`src/rtl/garegga_snd_mailbox_pkg.sv`:
```
// ============================================================================
// Module  : garegga_snd_mailbox_pkg
// Brief   : Shared defaults, mode constants and helpers for the sound mailbox.
// Rev     : 1.0
// ============================================================================
`default_nettype none

package garegga_snd_mailbox_pkg;

  localparam int C_DEF_WIDTH        = 8;
  localparam int C_DEF_DEPTH        = 4;
  localparam int C_INT_MODE_LATCHED = 0;
  localparam int C_INT_MODE_LEVEL   = 1;
  localparam int C_WAIT_MODE_FULL   = 0;
  localparam int C_WAIT_MODE_ACK    = 1;

  // Qualified per-cycle FIFO events, already gated by flush and FIFO status
  typedef struct packed {
    logic push;
    logic pop;
    logic reject;
  } mbx_ev_t;

  function automatic logic [7:0] sat_inc8(input logic [7:0] v);
    return (v == 8'hFF) ? v : v + 8'd1;
  endfunction

endpackage

`default_nettype wire

```
`src/rtl/garegga_snd_mailbox_fifo.sv`:
```
// ============================================================================
// Module  : snd_mbx_fifo
// Brief   : Command FIFO with registered first-word-fall-through head output.
// Rev     : 1.0
// ============================================================================
`default_nettype none

module snd_mbx_fifo #(
  parameter int WIDTH = 8,
  parameter int DEPTH = 4
) (
  input  logic                       clk,
  input  logic                       rst,
  input  logic                       i_flush,
  input  logic                       i_push,
  input  logic                       i_pop,
  input  logic [WIDTH-1:0]           i_din,
  output logic [WIDTH-1:0]           o_dout,
  output logic [$clog2(DEPTH):0]     o_count,
  output logic                       o_empty,
  output logic                       o_full
);

  localparam int AW = $clog2(DEPTH);
  localparam int CW = AW + 1;

  logic [WIDTH-1:0] r_mem [DEPTH];
  logic [AW-1:0]    r_wr_ptr;
  logic [AW-1:0]    r_rd_ptr;
  logic [CW-1:0]    r_count;
  logic [WIDTH-1:0] r_head;
  logic [AW-1:0]    w_rd_nxt;

  assign w_rd_nxt = r_rd_ptr + AW'(1);

  always_ff @(posedge clk) begin
    if (!i_flush && i_push)
      r_mem[r_wr_ptr] <= i_din;
  end

  always_ff @(posedge clk or posedge rst) begin
    if (rst) begin
      r_wr_ptr <= '0;
      r_rd_ptr <= '0;
      r_count  <= '0;
      r_head   <= '0;
    end else if (i_flush) begin
      r_wr_ptr <= '0;
      r_rd_ptr <= '0;
      r_count  <= '0;
    end else begin
      if (i_push) r_wr_ptr <= r_wr_ptr + AW'(1);
      if (i_pop)  r_rd_ptr <= w_rd_nxt;
      case ({i_push, i_pop})
        2'b10:   r_count <= r_count + CW'(1);
        2'b01:   r_count <= r_count - CW'(1);
        default: r_count <= r_count;
      endcase
      // The slot after the head is stale when it is the one being written now
      if (i_pop && (r_count > CW'(1)))
        r_head <= r_mem[w_rd_nxt];
      else if (i_push && ((r_count == '0) || i_pop))
        r_head <= i_din;
    end
  end

  assign o_dout  = r_head;
  assign o_count = r_count;
  assign o_empty = (r_count == '0);
  assign o_full  = (r_count == CW'(DEPTH));

endmodule

`default_nettype wire

```
`src/rtl/garegga_snd_mailbox.sv`:
```
// ============================================================================
// Module  : garegga_snd_mailbox
// Brief   : Main CPU -> Z80 command mailbox with INT/WAIT control and reply.
//           Optional SNDMBX_STATS_EN adds overflow/underflow counters.
// Rev     : 1.0
// ============================================================================
`default_nettype none

module garegga_snd_mailbox
  import garegga_snd_mailbox_pkg::*;
#(
  parameter int WIDTH       = C_DEF_WIDTH,
  parameter int DEPTH       = C_DEF_DEPTH,
  parameter int INT_LEVEL   = C_INT_MODE_LATCHED,
  parameter int WAIT_ON_ACK = C_WAIT_MODE_ACK
) (
  input  logic                   CLK96,
  input  logic                   RESET96,
  input  logic                   flush,
  input  logic                   m_wr,
  input  logic [WIDTH-1:0]       m_din,
  output logic                   m_wait,
  input  logic                   m_rd_reply,
  output logic [WIDTH-1:0]       m_reply,
  output logic                   m_reply_valid,
  input  logic                   z_rd,
  output logic [WIDTH-1:0]       z_dout,
  input  logic                   z_ack,
  input  logic                   z_inta,
  output logic                   z_int_n,
  input  logic                   z_reply_wr,
  input  logic [WIDTH-1:0]       z_reply_din,
  output logic [$clog2(DEPTH):0] count,
  output logic                   empty,
  output logic                   full,
  output logic                   overflow
`ifdef SNDMBX_STATS_EN
  ,
  output logic [7:0]             ovf_cnt,
  output logic [7:0]             udf_cnt
`endif
);

  mbx_ev_t          w_ev;
  logic             r_overflow;
  logic [WIDTH-1:0] r_reply;
  logic             r_reply_valid;

  // A push into a full FIFO still lands when the Z80 frees a slot the same cycle
  assign w_ev.push   = m_wr & ~flush & (~full | z_rd);
  assign w_ev.pop    = z_rd & ~flush & ~empty;
  assign w_ev.reject = m_wr & ~flush & full & ~z_rd;

  snd_mbx_fifo #(
    .WIDTH (WIDTH),
    .DEPTH (DEPTH)
  ) u_fifo (
    .clk     (CLK96),
    .rst     (RESET96),
    .i_flush (flush),
    .i_push  (w_ev.push),
    .i_pop   (w_ev.pop),
    .i_din   (m_din),
    .o_dout  (z_dout),
    .o_count (count),
    .o_empty (empty),
    .o_full  (full)
  );

  always_ff @(posedge CLK96 or posedge RESET96) begin
    if (RESET96)          r_overflow <= 1'b0;
    else if (flush)       r_overflow <= 1'b0;
    else if (w_ev.reject) r_overflow <= 1'b1;
  end
  assign overflow = r_overflow;

  generate
    if (INT_LEVEL == C_INT_MODE_LEVEL) begin : g_int_level
      assign z_int_n = empty;
    end else begin : g_int_latched
      logic r_int_pend;
      always_ff @(posedge CLK96 or posedge RESET96) begin
        if (RESET96)        r_int_pend <= 1'b0;
        else if (flush)     r_int_pend <= 1'b0;
        else if (w_ev.push) r_int_pend <= 1'b1;
        else if (z_inta)    r_int_pend <= 1'b0;
      end
      assign z_int_n = ~r_int_pend;
    end
  endgenerate

  generate
    if (WAIT_ON_ACK == C_WAIT_MODE_ACK) begin : g_wait_ack
      logic r_wait_pend;
      always_ff @(posedge CLK96 or posedge RESET96) begin
        if (RESET96)        r_wait_pend <= 1'b0;
        else if (flush)     r_wait_pend <= 1'b0;
        else if (w_ev.push) r_wait_pend <= 1'b1;
        else if (z_ack)     r_wait_pend <= 1'b0;
      end
      assign m_wait = r_wait_pend | full;
    end else begin : g_wait_full
      assign m_wait = full;
    end
  endgenerate

  // Reply path is independent of flush
  always_ff @(posedge CLK96 or posedge RESET96) begin
    if (RESET96) begin
      r_reply       <= '0;
      r_reply_valid <= 1'b0;
    end else if (z_reply_wr) begin
      r_reply       <= z_reply_din;
      r_reply_valid <= 1'b1;
    end else if (m_rd_reply) begin
      r_reply_valid <= 1'b0;
    end
  end
  assign m_reply       = r_reply;
  assign m_reply_valid = r_reply_valid;

`ifdef SNDMBX_STATS_EN
  logic       w_underrun;
  logic [7:0] r_ovf_cnt;
  logic [7:0] r_udf_cnt;

  assign w_underrun = z_rd & ~flush & empty;

  always_ff @(posedge CLK96 or posedge RESET96) begin
    if (RESET96) begin
      r_ovf_cnt <= 8'h00;
      r_udf_cnt <= 8'h00;
    end else if (flush) begin
      r_ovf_cnt <= 8'h00;
      r_udf_cnt <= 8'h00;
    end else begin
      if (w_ev.reject) r_ovf_cnt <= sat_inc8(r_ovf_cnt);
      if (w_underrun)  r_udf_cnt <= sat_inc8(r_udf_cnt);
    end
  end
  assign ovf_cnt = r_ovf_cnt;
  assign udf_cnt = r_udf_cnt;
`endif

endmodule

`default_nettype wire

```
`config.mk`:
```
export PLATFORM = sky130hd
export DESIGN_NAME = garegga_snd_mailbox
export DESIGN_NICKNAME = d
export VERILOG_FILES = /design/src/rtl/garegga_snd_mailbox_pkg.sv /design/src/rtl/garegga_snd_mailbox_fifo.sv /design/src/rtl/garegga_snd_mailbox.sv
export SDC_FILE = /design/constraint.sdc
export NUM_CORES = 1
export LEC_CHECK = 0
export ABC_AREA = 1
export CAP_MARGIN = 40
export CORE_MARGIN = 2
export CORE_UTILIZATION = 40
export DETAILED_ROUTE_END_ITERATION = 8
export GPL_TIMING_DRIVEN = 1
export PLACE_DENSITY = 0.61
export SLEW_MARGIN = 20
export SYNTH_ARGS = -nofsm -noshare
export SYNTH_HDL_FRONTEND = slang
export SYNTH_HIERARCHICAL = 1
export SYNTH_SLANG_ARGS = --single-unit
```
`constraint.sdc`:
```
create_clock -name CLK96 -period 2.9 [get_ports CLK96]
set_input_delay 0.29 -clock CLK96 [delete_from_list [all_inputs] [get_ports CLK96]]
set_output_delay 0.29 -clock CLK96 [all_outputs]
set_load 0.005 [all_outputs]
```
# ---- After elaboration in Yosys (flattened, before gate mapping)
# Memories as Yosys holds them, arrays and structs flattened.
# Index checks and enable logic that the tools add are counted.
dict set report classes {
  n_lt_le_gt_ge 1
  n_reduce_logical 15
  muxes 20
  add_sub_neg 4
  n_eq_ne 3
  bitwise_logic 13
}
# operator n
set ops {}
lappend ops {{$mux 8} 2}
lappend ops {{$mux 1} 12}
lappend ops {{$reduce_bool 2->1} 5}
lappend ops {{$reduce_bool 3->1} 3}
lappend ops {{$mux 2} 4}
lappend ops {{$and 1x1->1} 6}
lappend ops {{$pmux 3 s2} 1}
lappend ops {{$not 1->1} 5}
lappend ops {{$add 2x1->2 const B} 2}
lappend ops {{$add 3x1->3 const B} 1}
lappend ops {{$eq 3x3->1 const B} 1}
lappend ops {{$gt 3x1->1 const B} 1}
lappend ops {{$logic_and 1x1->1} 3}
lappend ops {{$logic_not 3->1} 1}
lappend ops {{$mux 3} 1}
lappend ops {{$sub 3x1->3 const B} 1}
lappend ops {{$eq 2x1->1 const B} 1}
lappend ops {{$eq 2x2->1 const B} 1}
lappend ops {{$or 1x1->1} 2}
lappend ops {{$reduce_and 2->1} 1}
lappend ops {{$logic_not 1->1} 1}
lappend ops {{$logic_or 1x1->1} 1}
dict set report totals {
  inputBits 25
  ram_bits 32
  out_inout_bits 25
  word_cells 66
  n_memories 1
  ff_bits 27
}
# memory words width read_ports rd_ports_with_merged_regs write_ports line
set mem_list {}
lappend mem_list {u_fifo.r_mem 4 8 1 0 1 garegga_snd_mailbox_fifo.sv:27} ;# logic [WIDTH-1:0] r_mem [DEPTH];

# ---- Depth between registers and ports, before layout
# Gate-level depths: netlist (run 1).
dict set report logic_depth {
  depth_word 7
  ltp_mapped 13
  mapped_depth_nobuf 13
}

# ---- By module
# Netlist (run 1), hierarchy kept.
# mod cells_each n_inst seq_area_each_um2 area_each_um2
set by_module_without_submodules {}
lappend by_module_without_submodules {snd_mbx_fifo 241 1 1336.3 2240.9}
lappend by_module_without_submodules {garegga_snd_mailbox 61 1 300.3 516.7}

# ---- Least setup slack after synthesis (run 1)
# OpenSTA, ideal clock, no wires.
dict set report synth_path {
  kind {reg2reg}
  start {register u_fifo.r_count[0], in the netlist u_fifo/o_count[0]}
  end {memory u_fifo.r_mem[0][0] (enable)}
  t_required_ps 2529
  stages_incl_launch_ff 12
  arrival_time_ps 1752
  path_buffers 0
  slack_ps 777
  path_cell_list {dfrtp_1 -> inv_1 -> ha_1 -> nand2_1 -> inv_1 -> nand2_1 -> nand2_2 -> inv_1 -> inv_1 -> nor2_1 -> inv_1 -> nor2_1}
}
# element line
set synth_lines {}
lappend synth_lines {{start: declaration} garegga_snd_mailbox_fifo.sv:30} ;# logic [CW-1:0] r_count;
lappend synth_lines {{start signal: assignment} garegga_snd_mailbox_fifo.sv:55} ;# 2'b10: r_count <= r_count + CW'(1);
lappend synth_lines {{start signal: assignment} garegga_snd_mailbox_fifo.sv:56} ;# 2'b01: r_count <= r_count - CW'(1);
lappend synth_lines {{start signal: assignment} garegga_snd_mailbox_fifo.sv:57} ;# default: r_count <= r_count;
lappend synth_lines {{end: declaration} garegga_snd_mailbox_fifo.sv:27}

==> results.md, run 1 <==
* PostCTS Resize Cnt at 0
* Peak VDD IR at 0.000298 V
* Rows at 30
* Unique masters post-synth at 23
* # diodes at 0
* Dpl cells at 431
* WS Path Type: reg -> reg
* Initial core utilization at 0.410
* Count of nets after finishing at 395
* Critical path fanouts, max at 8
* Slew HR at 0.550
* GR Overflow Total at 0
* Drt pass-1 iters at 4
* Die W at 87.0 um
* TritonCTS clock tree: done
* Number of remaining DRC errors at 0
* Final Hold Viols at 0
* Largest net degree at the start of global routing at 16
* Vias in the first global route at 2114
* Detailed placement HPWL at 4310 um
* Maximum clock frequency at 444 MHz
* I/O pin total at 50
* Yosys reg bits at 59
* Port bufs at 49
* Worst Tran Pin Value at 0.673 ns
* Most frequent cells in the layout: nand2_1 (154), clkdlybuf4s50_1 (49), edfxtp_1 (32), dfrtp_1 (27), inv_1 (24)
* Clock Sinks at 59
* Post-Layout Cell Count at 446
* Later-pin clock latency in the skew report at 0.33 ns
* Core area at 0.00672 sq mm
* Max cap viols at 0
* Critical path data arrival time at 2.21 ns
* ANT nets after route at 0
* Total CTS buffers at 9
* Register cell area after layout at 0.00164 sq mm
* Iteration-0 DRC Markers at 108
* Hold crit path type: in -> async
* Routed WL at 5730 um
* Hold-fix buffers, CTS at 0
* Setup TNS at 0 ns
* PwrDens at 664 mW/mm^2
* Post-route clock skew at 0.00485 ns
* Final instance area at 0.00350 sq mm
* Sequential fraction of the synthesis area at 0.593
* Wirelength per Cell at 12.8 um
* Final period util at 0.777
* Tmin final at 2.25 ns
* Synth warnings at 6
* FF-to-FF setup slack at 0.65 ns
* Worst path required time at 2.86 ns
* Reg-to-Reg Start: u_fifo/o_count[0]$_DFFE_PP0P_
* RSZ-0062 raised after global routing: no
* Post-CTS Setup Inserts at 0
* Worst-path clk slew at 0.06 ns
* Synth Cell Area at 0.00276 sq mm
* Total number of vias at 2127
* Clock buffer depth at 2
* Count of pins over their slew limit at 0
* Vias per inst at 4.77
* Max H-tree Level at 3
* Worst setup endpoint: u_fifo/r_mem[2][5]$_DFFE_PP_
* R2R depth at 11
* Initial antenna violation count at 0
* Cell count after synthesis at 302
* Final core occ at 0.520
* Leak at 1.65 nW
* Post-DP Area at 0.00335 sq mm
* Area Growth Syn to Fin at 26.8%
* Tot GR Track Use at 0.171
* Worst setup EP type: flop
* Syn nets at 335
* Critical path launch point type: flop
* CTS root buf: clkbuf_8
* DIE AREA at 0.00757 sq mm
* Most common cell after layout, fill and taps aside: nand2_1
* Area of the multi-input gates at 972 sq um
* # setup viols final at 0
* Die H at 87.0 um
* Crit path from: u_fifo/o_count[0]$_DFFE_PP0P_
* Post-synthesis average cell area at 9.13 sq um
* Gpl congestion at 0.801
* Layout cells sized above 1 at 0.0929
* Filler Cell Count at 629
* Reg2Reg Capture Point: u_fifo/r_mem[2][5]$_DFFE_PP_
* First-pass GRT wire length at 9670 um
* Status: finished, final reports clean
==> state kept, by name, indices dropped and copies added (netlist names) <==
| signal | cells |
|---|---|
| u_fifo/r_rd_ptr | 2 |
| u_fifo/r_wr_ptr | 2 |
| u_fifo/o_count | 3 |
| overflow | 1 |
| u_fifo/r_mem | 32 |
| m_reply | 8 |
| u_fifo/o_dout | 8 |
| g_int_latched.r_int_pend | 1 |
| m_reply_valid | 1 |
| g_wait_ack.r_wait_pend | 1 |
==> how the worst min path moves through the flow <==
stage               depth (start not counted)                              endpoint                   start  slack [ns]
global placement                            2                m_reply[6]$_DFFE_PP0P_  m_reply[6]$_DFFE_PP0P_        0.45
floorplan                                   1  g_int_latched.r_int_pend$_DFFE_PP0P_                 RESET96        0.15
global route                                2  g_int_latched.r_int_pend$_DFFE_PP0P_                 RESET96        0.34
finish                                      2    g_wait_ack.r_wait_pend$_DFFE_PP0P_                 RESET96        0.32
CTS                                         2  g_int_latched.r_int_pend$_DFFE_PP0P_                 RESET96        0.32
detailed placement                          2                m_reply[6]$_DFFE_PP0P_  m_reply[6]$_DFFE_PP0P_        0.46
==> cells by family (layout without fill, tap and decap cells) <==
family	count (synthesis)	in the layout	share of synthesized area
fa+ha+maj	8	8	0.0363
simple gates	190	190	0.288
xor+xnor	2	2	0.00635
flops	59	59	0.593
buf+inv	33	97	0.0540
compound gates	10	10	0.0218
==> report_power, final <==
part / total, mW / internal [mW] / switching (mW)
registers: 1.04 / 0.979 / 0.0614
logic: 0.692 / 0.344 / 0.348
clock network: 0.589 / 0.298 / 0.291
==> synth_stat cells <==
library cell  instances  area, sq um
nand2_1             154          578
edfxtp_1             32          961
dfrtp_1              27          676
inv_1                24         90.1
nand3_1              12         60.1
nor2_1                9         33.8
ha_1                  8          100
o21ai_0               6         30.0
nand2_2               5         31.3
inv_2                 4         15.0
nand2_4               3         33.8
buf_2                 2         10.0
buf_6                 2         22.5
nor2_2                2         12.5
o21ai_2               2         17.5
o22ai_1               2         12.5
xnor2_1               2         17.5
inv_8                 1         11.3
nand3b_1              1         7.51
nand4_1               1         6.26
nor2_8                1         20.0
nor3_1                1         5.00
or2_1                 1         6.26
==> through the flow <==
| step | hold slack, ns | total power [mW] | setup slack, ns |
|---|---|---|---|
| 2_1_floorplan | 0.155 | 1.45 | 0.777 |
| 3_3_place_gp | 0.454 | 1.75 | 0.582 |
| 3_5_place_dp | 0.459 | 1.76 | 0.495 |
| 4_1_cts | 0.323 | 2.36 | 0.631 |
| 5_1_grt | 0.341 | 2.48 | 0.384 |
| 6_report | 0.319 | 2.32 | 0.648 |
==> layer usage <==
metal / GRT usage / vias to the layer above / part of all wire
met5: 0 / - / 0
met4: 0.0852 / 0 / 0.018
met3: 0.0427 / 11 / 0.063
met2: 0.273 / 67 / 0.47
met1: 0.215 / 982 / 0.45
li1: - / 1067 / -
==> layout make-up <==
type / count / share of cell area
clock inverter: 4 / 0.00537
clock buffer: 11 / 0.0376
tap: 80 / 0.0286
sequential: 59 / 0.468
multi-input combinational: 210 / 0.278
inverter: 29 / 0.0333
timing repair buffer: 53 / 0.149
==> critical path, stage by stage, from the launching register on <==
cell,delay (ns)
dfrtp_1,0.38
inv_1,0.12
ha_1,0.23
nand2_1,0.06
inv_1,0.07
nand2_1,0.08
nand2_2,0.06
inv_1,0.09
inv_1,0.05
nor2_1,0.11
inv_1,0.10
nor2_1,0.53
Note: power is estimated with default switching activity, not from simulation.
==> run 2: changes to the inputs <==
Clock period 2.9 ns to 2.2 ns, I/O delays scaled along.
==> run 2 against run 1 <==
Effect of this change: clock skew about the same; clock power increased by 55%; via count decreased by 1.3%; utilization increased by 1.4 points; worst hold slack got worse by 0.091 ns; non-clock buffer count increased by 7; clock-buffer cell count decreased by 1; cell count increased by 1.8%; register-to-register slack got worse by 0.41 ns; final area increased by 2.8%; largest power group unchanged; first-iteration DRC count increased by 5.6%.
==> results.md, run 2 (synthesis gave the netlist of run 1 again) <==
* Status: finished, final reports clean
* Clock buffer depth at 2 (unchanged)
* Critical path fanouts, max at 5 (-3)
* Gpl congestion at 0.870 (+8.6%)
* Max reg flops at 32 (unchanged)
* CP cell instances: inv_1 -> ha_1 -> nand2_1 -> inv_1 -> or2_1 -> clkdlybuf4s50_1
* Total number of vias at 2100 (-1.3%)
* Hold slack final at 0.228 ns (-0.0909 ns)
* FF-to-FF setup slack at 0.24 ns (-0.41 ns)
* Vias per inst at 4.63 (-3.0%)
* R2R depth at 10 (-1)
* Most frequent cells in the layout: nand2_1 (154), clkdlybuf4s50_1 (49), edfxtp_1 (32), dfrtp_1 (27), inv_1 (24)
* Peak VDD IR at 0.000372 V (+25%)
* Total CTS buffers at 9 (unchanged)
* Worst setup EP type: primary output
* Initial antenna violation count at 0 (unchanged)
* PwrDens at 902 mW/mm^2 (+36%)
* Worst Tran Pin Value at 0.602 ns (-0.0713 ns)
* Tmin final at 2.07 ns
* Most common cell after layout, fill and taps aside: nand2_1
* Core area at 0.00672 sq mm (unchanged)
* Count of nets after finishing at 402 (+1.8%)
* Filler Cell Count at 627 (-0.32%)
* Reg2Reg Capture Point: u_fifo/o_dout[1]$_DFFE_PP0P_
* Tot GR Track Use at 0.174 (+0.00295)
* Die H at 87.0 um (unchanged)
* Largest net degree at the start of global routing at 16 (unchanged)
* DIE AREA at 0.00757 sq mm (unchanged)
* Maximum clock frequency at 483 MHz
* CTS root buf: clkbuf_8
* Worst path required time at 1.98 ns (-0.88 ns)
* Worst-path clk slew at 0.06 ns (about the same)
* Slew HR at 0.599 (+0.0487)
* Max cap viols at 0 (unchanged)
* Crit-path most repeated cell: inv_1
* Biggest register: u_fifo/r_mem
* Max H-tree Level at 3 (unchanged)
* Die W at 87.0 um (unchanged)
* Routed WL at 5870 um (+2.5%)
* Clock Sinks at 59 (unchanged)
* Leak at 1.70 nW (+2.9%)
* CP max stage delay at 0.44 ns (-0.09 ns)
* RSZ-0062 raised after global routing: no
* GR Overflow Total at 0 (unchanged)
* Number of remaining DRC errors at 0 (unchanged)
* First-pass GRT wire length at 9810 um (+1.5%)
* Layout cells sized above 1 at 0.120 (+0.0274)
* Post-route clock skew at 0.00439 ns (-0.000458 ns)
* Iteration-0 DRC Markers at 114 (+5.6%)
* Critical path launch point type: flop
* Detailed placement HPWL at 4370 um (+1.4%)
* Rows at 30 (unchanged)
* Reg-to-Reg Start: u_fifo/o_count[0]$_DFFE_PP0P_
* Wirelength per Cell at 12.9 um (+0.69%)
* Vias in the first global route at 2124 (+0.47%)
* # diodes at 0 (unchanged)
* ANT nets after route at 0 (unchanged)
* Port bufs at 49 (unchanged)
* # setup viols final at 0 (unchanged)
* Initial core utilization at 0.410 (unchanged)
* Setup TNS at 0 ns (unchanged)
* Later-pin clock latency in the skew report at 0.33 ns (about the same)
* Count of pins over their slew limit at 0 (unchanged)
* Hold-fix buffers, CTS at 0 (unchanged)
* Slowest CP cell: clkdlybuf4s50_1
* Final period util at 0.942
* Drt pass-1 iters at 4 (unchanged)
* Area Growth Syn to Fin at 30.3%
* WS Path Type: reg -> out
* Final Hold Viols at 0 (unchanged)
* Hold crit path type: in -> async
* I/O pin total at 50 (unchanged)
* TritonCTS clock tree: done
* Critical path data arrival time at 1.85 ns (-0.36 ns)
[run 2: cell count changes in the layout (fill, tap and decap cells not counted)]
cell,previous run,this run
buf_4,4,11
nor2_1,9,7
bufinv_16,0,1
clkbuf_1,2,1
clkinvlp_4,0,1
nor2_2,2,3
nor2_4,0,1
[run 2: worst max path at each step]
stage / end / from / cells after the start
6_report: m_wait / u_fifo/o_count[0]$_DFFE_PP0P_ / 6
3_3_place_gp: u_fifo/r_mem[0][3]$_DFFE_PP_ / u_fifo/o_count[0]$_DFFE_PP0P_ / 12
2_1_floorplan: u_fifo/r_mem[0][0]$_DFFE_PP_ / u_fifo/o_count[0]$_DFFE_PP0P_ / 11
5_1_grt: m_wait / u_fifo/o_count[0]$_DFFE_PP0P_ / 6
3_5_place_dp: u_fifo/r_mem[0][3]$_DFFE_PP_ / u_fifo/o_count[0]$_DFFE_PP0P_ / 12
4_1_cts: empty / u_fifo/o_count[0]$_DFFE_PP0P_ / 5
[run 2: metal layers]
metal / GRT usage / routed length, um
met1: 0.217 / 2750
met4: 0.0938 / 116
met3: 0.0531 / 347
met2: 0.269 / 2660
met5: 0 / 0
[run 2: area by class of cell]
class	instances	area (sq um)	area share
inverter	29	116	0.0324
sequential	59	1640	0.456
clock inverter	6	56.3	0.0157
multi-input combinational	210	982	0.273
timing repair buffer	60	573	0.160
clock buffer	10	128	0.0355
tap	80	100	0.0279
[run 2: timing repair]
| action | in CTS | in global routing |
|---|---|---|
| setup endpoints to repair | 0 | 42 |
| buffers inserted | 0 | 1 |
| gates resized for setup | 0 | 3 |
[run 2: metrics by stage]
stage / area [sq um] / utilization / setup slack, ns / power (mW) / cells
final: 3590 / 0.535 / 0.128 / 3.24 / 454
after global placement: 3390 / 0.505 / 0.157 / 2.34 / 437
after floorplan: 2760 / - / 0.0775 / 1.91 / 302
after detailed placement: 3390 / 0.505 / 0.0908 / 2.35 / 437
after global routing: 3590 / 0.535 / 0.00215 / 3.45 / 454
after CTS: 3570 / 0.532 / 0.0217 / 3.28 / 453
[run 2: power by group]
group          switching, mW  total, mW  internal (mW)
combinational          0.486      0.961          0.475
sequential            0.0754       1.37           1.29
clock                  0.400      0.913          0.512
total                  0.962       3.24           2.28
[run 2: critical path: cells and delay by family, from the launching register on]
family                   cells  cell delay, ns
adder cells (fa/ha/maj)      1            0.23
flip-flops                   1            0.38
buffers and inverters        3            0.61
AND/OR/NAND/NOR              2            0.29
==> run 3: changes to the inputs <==
Settings changed: PLACE_DENSITY 0.61 to 0.63, TNS_END_PERCENT set to 100.
Clock period 2.2 ns to 1.8 ns, I/O delays scaled along.
==> run 3 against run 2 <==
Effect of this change: worst hold slack lost 0.046 ns; non-clock buffer count is 12 higher; setup slack got worse by 0.060 ns; critical path type unchanged; largest cell class unchanged; largest power group unchanged.
==> results.md, run 3 (synthesis gave the netlist of run 1 again) <==
* Status: finished, final reports clean
* Critical path data arrival time at 1.55 ns (-0.30 ns)
* Max reg flops at 32 (unchanged)
* Die H at 87.0 um (unchanged)
* Dpl cells at 446 (+2.1%)
* Core area at 0.00672 sq mm (unchanged)
* Final Hold Viols at 0 (unchanged)
* Max cap viols at 0 (unchanged)
* CTS root buf: clkbuf_8
* Clock power frac at 0.284 (+0.002)
* Worst-path clk slew at 0.07 ns (about the same)
* GR Overflow Total at 0 (unchanged)
* Initial antenna violation count at 0 (unchanged)
* Slew HR at 0.595 (-0.00368)
* Layout cells sized above 1 at 0.181 (+0.0610)
* Later-pin clock latency in the skew report at 0.34 ns (about the same)
* Peak VDD IR at 0.000547 V (+47%)
* # diodes at 0 (unchanged)
* I/O pin total at 50 (unchanged)
* Total CTS buffers at 9 (unchanged)
* Rows at 30 (unchanged)
* Wirelength per Cell at 12.0 um (-7.1%)
* Most common cell after layout, fill and taps aside: nand2_1
* Hold-fix buffers, CTS at 0 (unchanged)
* Initial core utilization at 0.410 (unchanged)
* Hold slack final at 0.182 ns (-0.0458 ns)
* Biggest register: u_fifo/r_mem
* Logic gate share of total power at 0.308 (+0.011)
* Clock buffer depth at 2 (unchanged)
* Worst Tran Pin Value at 0.607 ns (+0.00551 ns)
* WS Path Type: reg -> out
* Vias in the first global route at 2059 (-3.1%)
* Gpl congestion at 0.826 (-5.1%)
* Final core occ at 0.563 (+0.0283)
* Detailed placement HPWL at 4110 um (-6.0%)
* Drt pass-1 iters at 4 (unchanged)
* Largest net degree at the start of global routing at 16 (unchanged)
* TritonCTS clock tree: done
* CP cell instances: inv_2 -> ha_4 -> nand2_1 -> inv_1 -> buf_4 -> or2_1 -> clkdlybuf4s15_1
* CP max stage delay at 0.36 ns (-0.08 ns)
* ANT nets after route at 0 (unchanged)
* Crit path from: u_fifo/o_count[1]$_DFFE_PP0P_
* Max H-tree Level at 3 (unchanged)
* Clock Sinks at 59 (unchanged)
* Total number of vias at 2142 (+2.0%)
* Worst setup EP type: primary output
* Post-Layout Cell Count at 466 (+2.6%)
* First-pass GRT wire length at 9100 um (-7.2%)
* Count of nets after finishing at 414 (+3.0%)
* Reg-to-Reg Start: u_fifo/o_count[1]$_DFFE_PP0P_
* PwrDens at 1080 mW/mm^2 (+20%)
* Maximum clock frequency at 577 MHz
* Worst path required time at 1.62 ns (-0.36 ns)
* Leak at 1.77 nW (+3.9%)
* # setup viols final at 0 (unchanged)
* Tot GR Track Use at 0.159 (-0.0143)
* Critical path launch point type: flop
* Sequential power share at 0.408 (-0.014)
* DIE AREA at 0.00757 sq mm (unchanged)
* Number of remaining DRC errors at 0 (unchanged)
* Count of pins over their slew limit at 0 (unchanged)
* NetSw at 1.18 mW (+23%)
* Area Growth Syn to Fin at 37.2%
* Setup TNS at 0 ns (unchanged)
* Final period util at 0.962
* Switching Share at 0.289 (-0.00771)
* Routed WL at 5600 um (-4.7%)
* Most frequent cells in the layout: nand2_1 (152), clkdlybuf4s50_1 (46), edfxtp_1 (32), dfrtp_1 (27), buf_4 (21)
* Iteration-0 DRC Markers at 108 (-5.3%)
* Hold crit path type: in -> async
* P_int at 2.90 mW (+27%)
* Tmin final at 1.73 ns
* Critical path fanouts, max at 3 (-2)
* Vias per inst at 4.60 (-0.63%)
* Port bufs at 49 (unchanged)
* Post-route clock skew at 0.00682 ns (+0.00243 ns)
* Die W at 87.0 um (unchanged)
* Slowest CP cell: dfrtp_1
[run 3: repair_timing]
item | CTS | global route
gates cloned | 0 | 0
pin swaps | 2 | 7
resized for setup | 8 | 10
setup endpoints to repair | 4 | 44
setup buffers | 1 | 4
[run 3: power by group through the flow]
stage	Combinational (mW)	Clock, mW	Sequential [mW]
finish	1.26	1.16	1.67
global route	1.40	1.27	1.68
CTS	1.24	1.18	1.67
detailed placement	1.21	0	1.69
global placement	1.21	0	1.69
floorplan	0.643	0	1.70
[run 3: worst max-delay path: cells and delay by family, from the launching register on]
kind	cells	cell delay, ns
flip-flops	1	0.36
AND/OR/NAND/NOR	2	0.27
buffers and inverters	4	0.44
adder cells (fa/ha/maj)	1	0.16
[run 3: metal layers]
metal,track usage,routed length (um)
met4,0.0682,102
met2,0.258,2640
met1,0.195,2560
met3,0.0521,293
met5,0,0
[run 3: layout make-up]
class,count,area (sq um)
sequential,59,1640
tap,80,100
multi-input combinational,210,1060
inverter,29,119
fill,616,2940
timing repair buffer,72,677
clock buffer,14,153
clock inverter,2,35.0
[run 3: per-stage QoR]
stage,worst slack [ns],area [sq um],power (mW)
floorplan,0.00705,2800,2.34
global placement,-0.0204,3520,2.89
detailed placement,-0.0488,3520,2.90
CTS,0.0358,3730,4.09
global route,-0.00298,3780,4.36
finish,0.0684,3780,4.08
[run 3: path summary, 6_finish.rpt]
check,endpoint,slack (ns),cells after the start
worst max-delay path,m_wait,0.07,7
worst min-delay path,m_reply[5]$_DFFE_PP0P_,0.18,2
worst max register to register,u_fifo/o_dout[0]$_DFFE_PP0P_,0.11,10
worst min register to register,m_reply[4]$_DFFE_PP0P_,0.48,2
max in group asynchronous,u_fifo/r_rd_ptr[1]$_DFFE_PP0P_,1.15,2
min in group CLK96,m_reply[5]$_DFFE_PP0P_,0.37,3
